`src/rtl/ex_hazard_ctrl_if.sv`:
```
// Bundle between the pipeline datapath and the hazard controller.
//  master : pipeline side, presents ID-stage info and mem_busy, consumes stalls/selects/stats
//  slave  : controller side
interface ex_hazard_ctrl_if #(
    parameter int unsigned CNT_W = 16
);
    logic             id_valid;
    logic [5:0]       id_opcode;
    logic [4:0]       id_rs;
    logic [4:0]       id_rt;
    logic [4:0]       id_rd;
    logic             id_reg_write;
    logic             id_mem_read;
    logic             mem_busy;
    logic             stall_pc;
    logic             stall_ifid;
    logic             bubble_idex;
    logic [1:0]       fwd_a;
    logic [1:0]       fwd_b;
    logic [CNT_W-1:0] stall_cycles;
    logic [CNT_W-1:0] lu_hazards;

    modport master (
        output id_valid, id_opcode, id_rs, id_rt, id_rd, id_reg_write, id_mem_read, mem_busy,
        input  stall_pc, stall_ifid, bubble_idex, fwd_a, fwd_b, stall_cycles, lu_hazards
    );

    modport slave (
        input  id_valid, id_opcode, id_rs, id_rt, id_rd, id_reg_write, id_mem_read, mem_busy,
        output stall_pc, stall_ifid, bubble_idex, fwd_a, fwd_b, stall_cycles, lu_hazards
    );
endinterface

```
`src/rtl/ex_hazard_ctrl.sv`:
```
// Hazard/sequencing controller around the EX ALU of a 5-stage pipeline.
// Tracks shadow destination info for EX/MEM/WB, inserts load-use bubbles,
// freezes on memory wait, and produces registered forwarding selects plus
// saturating stall statistics.
//  clk, reset : clock and asynchronous active-low reset
//  bus        : slave side of ex_hazard_ctrl_if (ID info, mem_busy in; stalls,
//               fwd_a/fwd_b, stall_cycles, lu_hazards out)
module ex_hazard_ctrl #(
    parameter int unsigned LU_BUBBLES = 1,
    parameter int unsigned CNT_W      = 16
) (
    input  logic            clk,
    input  logic            reset,
    ex_hazard_ctrl_if.slave bus
);
    localparam int unsigned BCNT_W = 2;

    localparam logic [1:0] ST_RUN      = 2'd0;
    localparam logic [1:0] ST_LU_STALL = 2'd1;
    localparam logic [1:0] ST_MEM_WAIT = 2'd2;

    localparam logic [5:0] OP_ADD = 6'b000000;
    localparam logic [5:0] OP_LW  = 6'b100011;
    localparam logic [5:0] OP_SW  = 6'b101011;

    localparam logic [CNT_W-1:0] CNT_MAX = '1;

    localparam logic [1:0] FWD_RF  = 2'b00;
    localparam logic [1:0] FWD_EX  = 2'b10;
    localparam logic [1:0] FWD_MEM = 2'b01;

    typedef struct packed {
        logic       valid;
        logic [4:0] rd;
        logic       reg_write;
        logic       mem_read;
    } shadow_t;

    logic [1:0]        state, state_d;
    logic [1:0]        saved_state, saved_state_d;
    logic [BCNT_W-1:0] bub_cnt, bub_cnt_d;
    shadow_t           s_ex, s_mem, s_wb;
    logic [1:0]        fwd_a_q, fwd_b_q;
    logic [CNT_W-1:0]  stall_cnt_q, lu_cnt_q;

    logic      use_rs, use_rt, lu_hit;
    logic      advance, bubble, stall, lu_inc;
    logic [1:0] eff_state;
    shadow_t   id_info;

    function automatic logic prod_match(input shadow_t s, input logic [4:0] x);
        return s.valid && s.reg_write && (s.rd != 5'd0) && (s.rd == x);
    endfunction

    // Youngest producer wins; a load in EX never forwards (it stalls instead).
    function automatic logic [1:0] fwd_sel(input logic used, input logic [4:0] x,
                                           input shadow_t ex, input shadow_t mem);
        logic [1:0] sel;
        sel = FWD_RF;
        if (used) begin
            if (prod_match(ex, x) && !ex.mem_read) begin
                sel = FWD_EX;
            end else if (prod_match(mem, x)) begin
                sel = FWD_MEM;
            end
        end
        return sel;
    endfunction

    // Source-use decode and load-use detection against S_EX
    always_comb begin
        use_rs = bus.id_valid && ((bus.id_opcode == OP_ADD) || (bus.id_opcode == OP_LW) ||
                                  (bus.id_opcode == OP_SW));
        use_rt = bus.id_valid && ((bus.id_opcode == OP_ADD) || (bus.id_opcode == OP_SW));
        lu_hit = s_ex.mem_read && ((use_rs && prod_match(s_ex, bus.id_rs)) ||
                                   (use_rt && prod_match(s_ex, bus.id_rt)));
        id_info.valid     = bus.id_valid;
        id_info.rd        = bus.id_rd;
        id_info.reg_write = bus.id_reg_write;
        id_info.mem_read  = bus.id_mem_read;
    end

    // Leaving MEM_WAIT behaves as the saved state in the release cycle, so the
    // freeze lasts exactly as long as mem_busy.
    assign eff_state = (state == ST_MEM_WAIT) ? saved_state : state;

    // Next-state and control decode
    always_comb begin
        state_d       = state;
        saved_state_d = saved_state;
        bub_cnt_d     = bub_cnt;
        advance       = 1'b0;
        bubble        = 1'b0;
        stall         = 1'b0;
        lu_inc        = 1'b0;
        if (bus.mem_busy) begin
            stall   = 1'b1;
            state_d = ST_MEM_WAIT;
            if (state != ST_MEM_WAIT) begin
                saved_state_d = state;
            end
        end else begin
            case (eff_state)
                ST_LU_STALL: begin
                    stall   = 1'b1;
                    bubble  = 1'b1;
                    advance = 1'b1;
                    if (bub_cnt == '0) begin
                        state_d = ST_RUN;
                    end else begin
                        state_d   = ST_LU_STALL;
                        bub_cnt_d = bub_cnt - BCNT_W'(1);
                    end
                end
                default: begin
                    state_d = ST_RUN;
                    advance = 1'b1;
                    if (lu_hit) begin
                        // The detection cycle itself issues the first bubble.
                        stall  = 1'b1;
                        bubble = 1'b1;
                        lu_inc = 1'b1;
                        if (LU_BUBBLES > 1) begin
                            state_d   = ST_LU_STALL;
                            bub_cnt_d = BCNT_W'(LU_BUBBLES - 2);
                        end
                    end
                end
            endcase
        end
    end

    // State, shadow pipe, forwarding selects and statistics
    always_ff @(posedge clk or negedge reset) begin
        if (!reset) begin
            state       <= ST_RUN;
            saved_state <= ST_RUN;
            bub_cnt     <= '0;
            s_ex        <= '0;
            s_mem       <= '0;
            s_wb        <= '0;
            fwd_a_q     <= FWD_RF;
            fwd_b_q     <= FWD_RF;
            stall_cnt_q <= '0;
            lu_cnt_q    <= '0;
        end else begin
            state       <= state_d;
            saved_state <= saved_state_d;
            bub_cnt     <= bub_cnt_d;
            if (advance) begin
                s_wb  <= s_mem;
                s_mem <= s_ex;
                s_ex  <= bubble ? shadow_t'('0) : id_info;
                if (bubble) begin
                    fwd_a_q <= FWD_RF;
                    fwd_b_q <= FWD_RF;
                end else begin
                    fwd_a_q <= fwd_sel(use_rs, bus.id_rs, s_ex, s_mem);
                    fwd_b_q <= fwd_sel(use_rt, bus.id_rt, s_ex, s_mem);
                end
            end
            if (stall && (stall_cnt_q != CNT_MAX)) begin
                stall_cnt_q <= stall_cnt_q + CNT_W'(1);
            end
            if (lu_inc && (lu_cnt_q != CNT_MAX)) begin
                lu_cnt_q <= lu_cnt_q + CNT_W'(1);
            end
        end
    end

    // Stall controls follow the hazard in the same cycle; held low during reset.
    assign bus.stall_pc     = reset && stall;
    assign bus.stall_ifid   = reset && stall;
    assign bus.bubble_idex  = reset && bubble;
    assign bus.fwd_a        = fwd_a_q;
    assign bus.fwd_b        = fwd_b_q;
    assign bus.stall_cycles = stall_cnt_q;
    assign bus.lu_hazards   = lu_cnt_q;
endmodule

```
`src/flat_wrapper.sv`:
```
// flat-port wrapper written by rule: the top's interface ports become plain ports
module ex_hazard_ctrl_flat 
#(
    parameter int unsigned LU_BUBBLES = 1,
    parameter int unsigned CNT_W      = 16
)
  (clk, reset, bus_id_valid, bus_id_opcode, bus_id_rs, bus_id_rt, bus_id_rd, bus_id_reg_write, bus_id_mem_read, bus_mem_busy, bus_stall_pc, bus_stall_ifid, bus_bubble_idex, bus_fwd_a, bus_fwd_b, bus_stall_cycles, bus_lu_hazards);
  ex_hazard_ctrl_if #(.CNT_W(CNT_W)) bus_i ();
  input  logic clk;
  input  logic reset;
  input wire logic [$bits(bus_i.id_valid)-1:0] bus_id_valid;
  input wire logic [$bits(bus_i.id_opcode)-1:0] bus_id_opcode;
  input wire logic [$bits(bus_i.id_rs)-1:0] bus_id_rs;
  input wire logic [$bits(bus_i.id_rt)-1:0] bus_id_rt;
  input wire logic [$bits(bus_i.id_rd)-1:0] bus_id_rd;
  input wire logic [$bits(bus_i.id_reg_write)-1:0] bus_id_reg_write;
  input wire logic [$bits(bus_i.id_mem_read)-1:0] bus_id_mem_read;
  input wire logic [$bits(bus_i.mem_busy)-1:0] bus_mem_busy;
  output wire logic [$bits(bus_i.stall_pc)-1:0] bus_stall_pc;
  output wire logic [$bits(bus_i.stall_ifid)-1:0] bus_stall_ifid;
  output wire logic [$bits(bus_i.bubble_idex)-1:0] bus_bubble_idex;
  output wire logic [$bits(bus_i.fwd_a)-1:0] bus_fwd_a;
  output wire logic [$bits(bus_i.fwd_b)-1:0] bus_fwd_b;
  output wire logic [$bits(bus_i.stall_cycles)-1:0] bus_stall_cycles;
  output wire logic [$bits(bus_i.lu_hazards)-1:0] bus_lu_hazards;
  assign bus_i.id_valid = bus_id_valid;
  assign bus_i.id_opcode = bus_id_opcode;
  assign bus_i.id_rs = bus_id_rs;
  assign bus_i.id_rt = bus_id_rt;
  assign bus_i.id_rd = bus_id_rd;
  assign bus_i.id_reg_write = bus_id_reg_write;
  assign bus_i.id_mem_read = bus_id_mem_read;
  assign bus_i.mem_busy = bus_mem_busy;
  assign bus_stall_pc = bus_i.stall_pc;
  assign bus_stall_ifid = bus_i.stall_ifid;
  assign bus_bubble_idex = bus_i.bubble_idex;
  assign bus_fwd_a = bus_i.fwd_a;
  assign bus_fwd_b = bus_i.fwd_b;
  assign bus_stall_cycles = bus_i.stall_cycles;
  assign bus_lu_hazards = bus_i.lu_hazards;
  ex_hazard_ctrl #(.LU_BUBBLES(LU_BUBBLES), .CNT_W(CNT_W)) u_core (.clk(clk), .reset(reset), .bus(bus_i));
endmodule
```
`config.mk`:
```
export PLATFORM = sky130hd
export DESIGN_NAME = ex_hazard_ctrl_flat
export DESIGN_NICKNAME = d
export VERILOG_FILES = /design/src/rtl/ex_hazard_ctrl_if.sv /design/src/rtl/ex_hazard_ctrl.sv /design/src/flat_wrapper.sv
export SDC_FILE = /design/constraint.sdc
export NUM_CORES = 1
export LEC_CHECK = 0
export ABC_AREA = 1
export BUFFER_PORTS_ARGS = -buffer_cell sky130_fd_sc_hd__buf_2
export CORE_ASPECT_RATIO = 1.2
export CORE_MARGIN = 1.5
export CORE_UTILIZATION = 29
export CTS_CLUSTER_SIZE = 25
export DETAILED_ROUTE_END_ITERATION = 10
export GPL_ROUTABILITY_DRIVEN = 0
export MAX_ROUTING_LAYER = met4
export PLACE_DENSITY = 0.47
export SLEW_MARGIN = 20
export SYNTH_ARGS = -nofsm -noshare
export SYNTH_HDL_FRONTEND = slang
export SYNTH_SLANG_ARGS = --single-unit
```
`constraint.sdc`:
```
create_clock -name clk -period 4 [get_ports clk]
set_input_delay 0.2 -clock clk [delete_from_list [all_inputs] [get_ports clk]]
set_output_delay 0.2 -clock clk [all_outputs]
set_load 0.01 [all_outputs]
```
== Word level (Yosys, flattened, before mapping) ==
Cells that the tools add are included.

* Register bits: 57
* Input bits: 27
* Output and inout port bits: 39
* Word-level logic and storage cells: 79

* Add/subtract/negate cells: 3
* Eq/ne operators: 11
* Muxes and demuxes: 19
* Bitwise gates (word level): 2
* Reductions and logical operators: 30

{| class="wikitable"
|+ Operators by type and width
! cell !! number
|-
| 16-bit by 1-bit adder with 16-bit output, second input constant || 2
|-
| 16-bit inequality test, second input constant || 2
|-
| 5-bit equality test || 4
|-
| 1-bit logical AND || 19
|-
| 2-bit 2-to-1 mux || 8
|-
| 6-bit equality test, second input constant || 2
|-
| 1-bit 2-to-1 mux || 10
|-
| 5-bit nonzero test || 2
|-
| 8-bit 2-to-1 mux || 1
|-
| 6-bit zero test || 1
|-
| 1-bit logical OR || 4
|-
| 3-bit AND reduction || 1
|-
| 2-bit by 1-bit equality test with 1-bit output, second input constant || 1
|-
| 2-bit equality test, second input constant || 1
|-
| 2-bit zero test || 1
|-
| 2-bit inequality test, second input constant || 1
|-
| 1-bit NOT || 2
|-
| 2-bit AND reduction || 1
|-
| 2-bit by 1-bit subtractor with 2-bit output, second input constant || 1
|-
| 1-bit zero test || 1
|}

== Longest topological paths before layout ==
Gate-level depths: netlist of run 1.

* Word-level depth: 11
* Depth in mapped cells: 15
* Depth with buffers taken out: 14

== Least setup slack after synthesis of run 1 ==
Ideal clock, no wire load.

* Path type: reg2out
* Start: register u_core.s_ex[4] (netlist bit)
* End: output port bus_stall_pc
* Arrival time: 1.553 ns
* Required time: 3.800 ns
* Path slack: 2.247 ns
* Cell stages (with the launch flop): 14
* Buffers on the path: 1
* Path through: dfrtp_1 inv_2 nand2_1 nand2_1 nor2_1 nand3_1 nor2_2 nand2_2 nand2_4 nand2_4 nand2_8 inv_2 nor2_1 buf_4

* Word-level cells in the longest chain between the ends: 10
* Elaborated cells between the ends (all ways): 14
* Classes of those cells: eq/ne: 2; mux: 3; reduce/logical: 9

{| class="wikitable"
|+ RTL lines
! element !! line !! source
|-
| from (decl) || ex_hazard_ctrl.sv:42 || <nowiki>shadow_t s_ex, s_mem, s_wb;</nowiki>
|-
| from (signal assigned) || ex_hazard_ctrl.sv:153 || <nowiki>s_ex <= bubble ? shadow_t'('0) : id_info;</nowiki>
|-
| 5-bit nonzero test || ex_hazard_ctrl.sv:52 || <nowiki>return s.valid && s.reg_write && (s.rd != 5'd0) && (s.rd == x);</nowiki>
|-
| 1-bit logical AND (2 in series) || ex_hazard_ctrl.sv:52 ||
|-
| 1-bit logical AND, on equally long branches || ex_hazard_ctrl.sv:75, ex_hazard_ctrl.sv:76 ||
|-
| 1-bit logical OR (*) || ex_hazard_ctrl.sv:75 || <nowiki>lu_hit = s_ex.mem_read && ((use_rs && prod_match(s_ex, bus.id_rs)) ||</nowiki>
|-
| 1-bit logical AND (*) || ex_hazard_ctrl.sv:75 ||
|-
| 1-bit 2-to-1 mux (*) || ex_hazard_ctrl.sv:118 || <nowiki>if (lu_hit) begin</nowiki>
|-
| 1-bit 2-to-1 mux (*) || ex_hazard_ctrl.sv:103 || <nowiki>case (eff_state)</nowiki>
|-
| 1-bit 2-to-1 mux (*) || ex_hazard_ctrl.sv:96 || <nowiki>if (bus.mem_busy) begin</nowiki>
|-
| 1-bit logical AND (*) || n/a ||
|-
| to (decl) || flat_wrapper.sv:19 || <nowiki>output wire logic [$bits(bus_i.stall_pc)-1:0] bus_stall_pc;</nowiki>
|}

Mark *: on every way between the ends. The rest lies on a longest branch, timed or not.

== Worst setup path in the final report of run 1 ==
* Start: register u_core.s_ex[3] (netlist bit)
* End: output port bus_stall_pc

* Word-level cells in the longest chain between the ends: 10
* Elaborated cells between the ends (all ways): 14
* Classes of those cells: eq/ne: 2; mux: 3; reduce/logical: 9

{| class="wikitable"
|+ RTL lines
! element !! line !! source
|-
| 5-bit nonzero test || ex_hazard_ctrl.sv:52 ||
|-
| 1-bit logical AND (2 in series) || ex_hazard_ctrl.sv:52 ||
|-
| 1-bit logical AND, on equally long branches || ex_hazard_ctrl.sv:75, ex_hazard_ctrl.sv:76 ||
|-
| 1-bit logical OR (*) || ex_hazard_ctrl.sv:75 ||
|-
| 1-bit logical AND (*) || ex_hazard_ctrl.sv:75 ||
|-
| 1-bit 2-to-1 mux (*) || ex_hazard_ctrl.sv:118 ||
|-
| 1-bit 2-to-1 mux (*) || ex_hazard_ctrl.sv:103 ||
|-
| 1-bit 2-to-1 mux (*) || ex_hazard_ctrl.sv:96 ||
|-
| 1-bit logical AND (*) || ex_hazard_ctrl.sv:172 || <nowiki>assign bus.stall_pc = reset && stall;</nowiki>
|}

Marked as above.

==> flow_summary.toml, run 1 <==
[outcome]
run_status = "complete, no violations"

[global_routing]
grt_pass1_wl_um = 13800
grt.total_usage = 0.149
grt_antenna_before_repair = 0
grt_pass1_vias = 2926
grt_max_degree = 59
overflow = 0

[sta]
hold_viol = 0
rsz0062_at_grt = "false"
slew_headroom = 0.488
maxSlewViolCount = 0
holdWs_ns = 0.0301
tns_ns = 0
fin_crit_sh = 0.591
timing.fmax_ghz = 0.423
skew_ns = 0.00589
min_period_ns = 2.36
tightest_slew_ns = 0.769
setup_viol = 0

[synthesis]
synthTopCellsByArea = "dfrtp_1 42%, nand2_1 13%, nand3_1 6.4%"
synth_cell_type_count = 38
synth_area_mm2 = 0.00338
ys_warn_count = 0
syn_nets = 460
syn_avg_cell_area_um2 = 7.87
synth-seq-area-share = 0.421
syn_inst = 430
synth_seq_cells = 57
synth_top_area_cell = "dfrtp_1"
synth_top_cell_area_share = 0.421

[clock_network]
clk_latency_ns = 0.32
cts.htree.levels = 3
cts_buffers = 9
post_cts_buffers = 0
hold_buffers = 0
cts_root_buf = "clkbuf_16"
clkTransAtPathRegs_ns = 0.05
max-clock-path-buffers = 2
cts_resized = 0
cts_sinks = 57
cts_tree = "done"

[worst_setup_path]
timing.rr.start = "u_core.bus.lu_hazards[0]"
r2r_slack_ns = 1.91
arrival_ns = 2.16
reg2reg_depth = 9
critical_path_class = "flip-flop to primary output"
start_kind = "flip-flop"
cp-end-kind = "primary output"
r2r-end = "u_core.bus.lu_hazards[12]"
cp_max_fo = 19
critPathRequiredTime_ns = 3.80
setup.worst_path.start = "u_core.s_ex[3]"

[routing]
drt-pass1-iter-count = 4
avgRoutedWirePerCell_um = 12.4
ant_nets = 0
drc_errors = 0
viasPerCell = 4.49
routed-via-count = 2953
drtIter0Drc = 109
routed_wl_um = 8180

[pwr]
max-vdd-ir-drop_mv = 0.259
power_mw = 1.68
powerDensity_mw_per_mm2 = 410
p_leak_nw = 2.14

[place]
place_area_mm2 = 0.00385
hpwl_um = 5970
post-place-cells = 644
io_buffers = 65

[cells_and_area]
fill_cells = 1235
nets = 528
final-instance-count-excl-fill = 658
layout-drive-gt1-share = 0.214
diodes = 0
area_growth_syn_to_layout_pct = 21.5
multi_input_area_mm2 = 0.00167
fin_area_mm2 = 0.00411
final-seq-area_mm2 = 0.00143

[floorplan]
fp-row-count = 43
fp.dieH_um = 121
dieWidth_um = 102
core_area_mm2 = 0.0115
die_area_mm2 = 0.0123
ios = 66
start_util = 0.295

[min_path]
hp-class = "input pin to async pin"

[flow_run]
maxCapViolations = 0
==> cells in the mapped netlist (all sizes together) <==
master  number
nand3b       2
nor2        34
a211oi       1
nand2      122
xor2        20
o22ai        2
nor4         2
buf          6
mux2i        1
o21ai       24
xnor2       11
nor3        14
inv         60
clkbuf       3
dfrtp       57
nand3       45
nand4        7
a21o         1
a21oi        3
o21bai      12
ha           3
==> layer usage <==
metal  vias up  GRT usage  wire length, um
met2        50      0.244             4000
met3        10     0.0253              279
met4         0     0.0625              138
met1      1386      0.180             3770
met5         -          -                0
li1       1507          -                -
==> metrics by stage <==
stage	utilization	setup WS [ns]
after floorplan	-	2.25
after global placement	0.336	1.97
after detailed placement	0.336	1.90
after CTS	0.359	1.61
after global routing	0.359	1.45
final	0.359	1.64
==> area by class of cell <==
class	count	share of cell area
Inverter	60	0.0548
Timing Repair Buffer	66	0.0809
Tap cell	157	0.0478
Multi-Input combinational cell	304	0.406
Sequential cell	57	0.347
Clock buffer	14	0.0642
==> power by group <==
part	total (mW)	switching [mW]	leakage, nW	internal (mW)
Sequential	0.703	0.0636	0.685	0.639
Combinational	0.290	0.174	1.33	0.116
Clock	0.692	0.246	0.129	0.445
Total	1.68	0.484	2.14	1.20
==> sequential cells by signal, summed over array words and instances (netlist names) <==
register / flops
u_core.bus.stall_cycles: 16
u_core.bus.lu_hazards: 16
u_core.bus.fwd_a: 2
u_core.bus.fwd_b: 2
u_core.s_ex: 8
u_core.state: 2
u_core.bub_cnt: 2
u_core.saved_state: 2
u_core.s_mem: 7
==> layout by cell type (no fill, tap or decap), types with 2 or more instances in the layout <==
cell type / n
nor2_1: 28
a21oi_1: 2
nand3_1: 43
o22ai_1: 2
o21ai_2: 2
clkbuf_8: 2
ha_1: 3
nand2_1: 117
o21bai_2: 4
nand4_1: 5
nand3b_1: 2
buf_2: 65
o21bai_1: 8
xnor2_1: 10
nor3_2: 2
inv_1: 55
clkbuf_1: 3
nand3_2: 2
nor4_1: 2
nand2_4: 3
dfrtp_1: 57
xor2_1: 20
nor3_1: 12
clkbuf_16: 9
o21ai_0: 21
nor2_2: 5
inv_2: 5
==> worst max path at each step <==
stage / to / slack, ns / depth (start not counted)
finish: bus_stall_pc / 1.64 / 13
detailed placement: u_core.bus.lu_hazards[15] / 1.90 / 9
CTS: bus_stall_pc / 1.61 / 13
global route: bus_stall_ifid / 1.45 / 13
global placement: u_core.bus.lu_hazards[4] / 1.97 / 9
floorplan: bus_stall_pc / 2.25 / 13
==> critical path, stage by stage, from the launching register on <==
cell     delay, ns
dfrtp_1       0.38
inv_2         0.07
nand2_1       0.06
nand2_1       0.05
nor2_1        0.11
nand2_1       0.08
nor2_2        0.13
nand3_2       0.11
nand2_4       0.14
nand2_4       0.08
nand2_8       0.15
inv_2         0.13
nor2_1        0.18
buf_2         0.16
==> kinds of logic after synthesis <==
kind of cell | synth area share
buffers and inverters | 0.0858
muxes | 0.00296
adders and majority gates | 0.0111
AOI/OAI and AO/OA | 0.0847
DFF | 0.421
xor gates and xnor gates | 0.0824
and+or+nand+nor | 0.312
(Power assumes the default switching activity.)
==> run 2: changes to the inputs <==
- clock period: 4 -> 2.2 ns (I/O delays scaled with it)
==> run 2 against run 1 <==
Against the previous run:
- the run now ends with hold timing left
- sequential cell count did not move
- largest cell class unchanged
- global-route usage rose by 0.32 points
- cell area rose by 3.0%
- critical path type unchanged
- combinational power rose by 87%
==> flow_summary.toml, run 2 (synthesis gave the netlist of run 1 again) <==
[sta]
maxSlewViolCount = 0
setup_viol = 0
slew_headroom = 0.493
tns_ns = 0
timing.fmax_ghz = 0.496
skew_ns = 0.00641
holdWs_ns = -0.0369
hold_viol = 57
fin_crit_sh = 0.917
tightest_slew_ns = 0.760
min_period_ns = 2.02

[global_routing]
overflow = 0
grt_pass1_wl_um = 13900
grt_pass1_vias = 2922
grt_max_degree = 58
grt.total_usage = 0.152
grt_antenna_before_repair = 1

[cells_and_area]
area_growth_syn_to_layout_pct = 25.2
fin_area_mm2 = 0.00424
nets = 538
layout-drive-gt1-share = 0.234
final_common_cell = "nand2_1"
mostFrequentLayoutCells = "117 x nand2_1, 65 x buf_2, 57 x dfrtp_1, 55 x inv_1, 43 x nand3_1"

[place]
io_buffers = 65
place_area_mm2 = 0.00388
hpwl_um = 6170

[worst_setup_path]
slowest_delay_ns = 0.38
cp_slowest_cell = "dfrtp_1"
start_kind = "flip-flop"
cp_common_cell = "nand2_1"
cp-end-kind = "primary output"
r2r-end = "u_core.bus.lu_hazards[2]"
arrival_ns = 1.91
path_delay_family = "simple AND/OR/NAND/NOR gates"
r2r_slack_ns = 0.25
timing.rr.start = "u_core.bus.lu_hazards[0]"
reg2reg_depth = 10
cp_max_fo = 5
crit_chain = "inv_2 -> nand2_1 -> nand2_1 -> nor2_2 -> nand2_1 -> nor2_2 -> nand3_2 -> nand2_4 -> nand2_4 -> a211oi_1 -> buf_2"
critical_path_class = "flip-flop to primary output"
critPathRequiredTime_ns = 2.09
worst-path-buf-inv = 2

[routing]
viasPerCell = 4.43
drtIter0Drc = 60
drc_errors = 0
routed-via-count = 2975
drt-pass1-iter-count = 4
avgRoutedWirePerCell_um = 12.5
routed_wl_um = 8390
ant_nets = 0

[clock_network]
max-clock-path-buffers = 2
clk_latency_ns = 0.33
cts_tree = "done"
cts.htree.levels = 3
cts_buffers = 9
cts_sinks = 57
cts_root_buf = "clkbuf_16"
clkTransAtPathRegs_ns = 0.05

[floorplan]
die_area_mm2 = 0.0123
start_util = 0.295
dieWidth_um = 102
fp.dieH_um = 121
ios = 66
fp-row-count = 43
core_area_mm2 = 0.0115

[outcome]
run_status = "finished with violations"
violations = "hold timing"

[pwr]
max-vdd-ir-drop_mv = 0.444
powerDensity_mw_per_mm2 = 749
p_leak_nw = 2.21

[min_path]
hp-class = "input pin to async pin"

[flow_run]
maxCapViolations = 0
==> run 2: what timing repair did <==
item,CTS,global route
hold buffers,3,0
buffers inserted,1,2
setup endpoints to repair,2,10
gates resized for setup,0,3
cloned,0,0
endpoints found under the hold margin,3,0
pin swaps,1,3
==> run 2: worst reg2reg max path: cells and delay by family, from the launching register on <==
kind	cells	cell delay (ns)
buffers and inverters	1	0.23
adders and majority gates	1	0.21
and+or+nand+nor	7	0.90
AOI/OAI and AO/OA	1	0.10
DFF	1	0.43
==> run 2: power by group <==
part | internal, mW | leakage [nW] | switching (mW)
Sequential | 1.16 | 0.685 | 0.118
Clock | 0.880 | 0.149 | 0.474
Combinational | 0.222 | 1.37 | 0.319
==> run 2: per-stage QoR <==
| step | cells | power, mW | setup WS, ns | util |
|---|---|---|---|---|
| 2_1_floorplan | 430 | 1.64 | 0.471 | - |
| 3_3_place_gp | 648 | 1.83 | 0.284 | 0.338 |
| 3_5_place_dp | 648 | 1.84 | 0.270 | 0.338 |
| 4_1_cts | 668 | 3.23 | 0.0553 | 0.367 |
| 5_1_grt | 671 | 3.37 | -0.0162 | 0.370 |
| 6_report | 671 | 3.18 | 0.183 | 0.370 |
==> run 2: area by class of cell <==
| type | count | area (um2) |
|---|---|---|
| inverters | 60 | 225 |
| flip-flops and latches | 57 | 1430 |
| diodes | 1 | 2.50 |
| clock buffers | 14 | 284 |
| well taps | 157 | 196 |
| clock inverters | 2 | 10.0 |
| fillers | 1255 | 7220 |
| multi-input cells | 304 | 1680 |
| repair buffers | 76 | 415 |
==> run 2: worst max-delay path by stage <==
| stage | from | cells past startpoint | to |
|---|---|---|---|
| 6_report | u_core.s_ex[3] | 11 | bus_bubble_idex |
| 5_1_grt | u_core.s_ex[3] | 14 | u_core.bus.stall_cycles[2] |
| 2_1_floorplan | u_core.bus.lu_hazards[0] | 10 | u_core.bus.lu_hazards[15] |
| 4_1_cts | u_core.s_ex[3] | 13 | bus_stall_ifid |
| 3_5_place_dp | u_core.bus.lu_hazards[0] | 10 | u_core.bus.lu_hazards[2] |
| 3_3_place_gp | u_core.s_ex[3] | 13 | bus_stall_ifid |
==> run 2: routing by layer <==
layer / track usage / share of wire / wire, um / vias up
met4: 0.0599 / 0.017 / 144 / 0
met5: - / 0 / 0 / -
met3: 0.0386 / 0.037 / 313 / 10
met2: 0.245 / 0.48 / 4000 / 52
li1: - / - / - / 1529
met1: 0.181 / 0.47 / 3920 / 1384
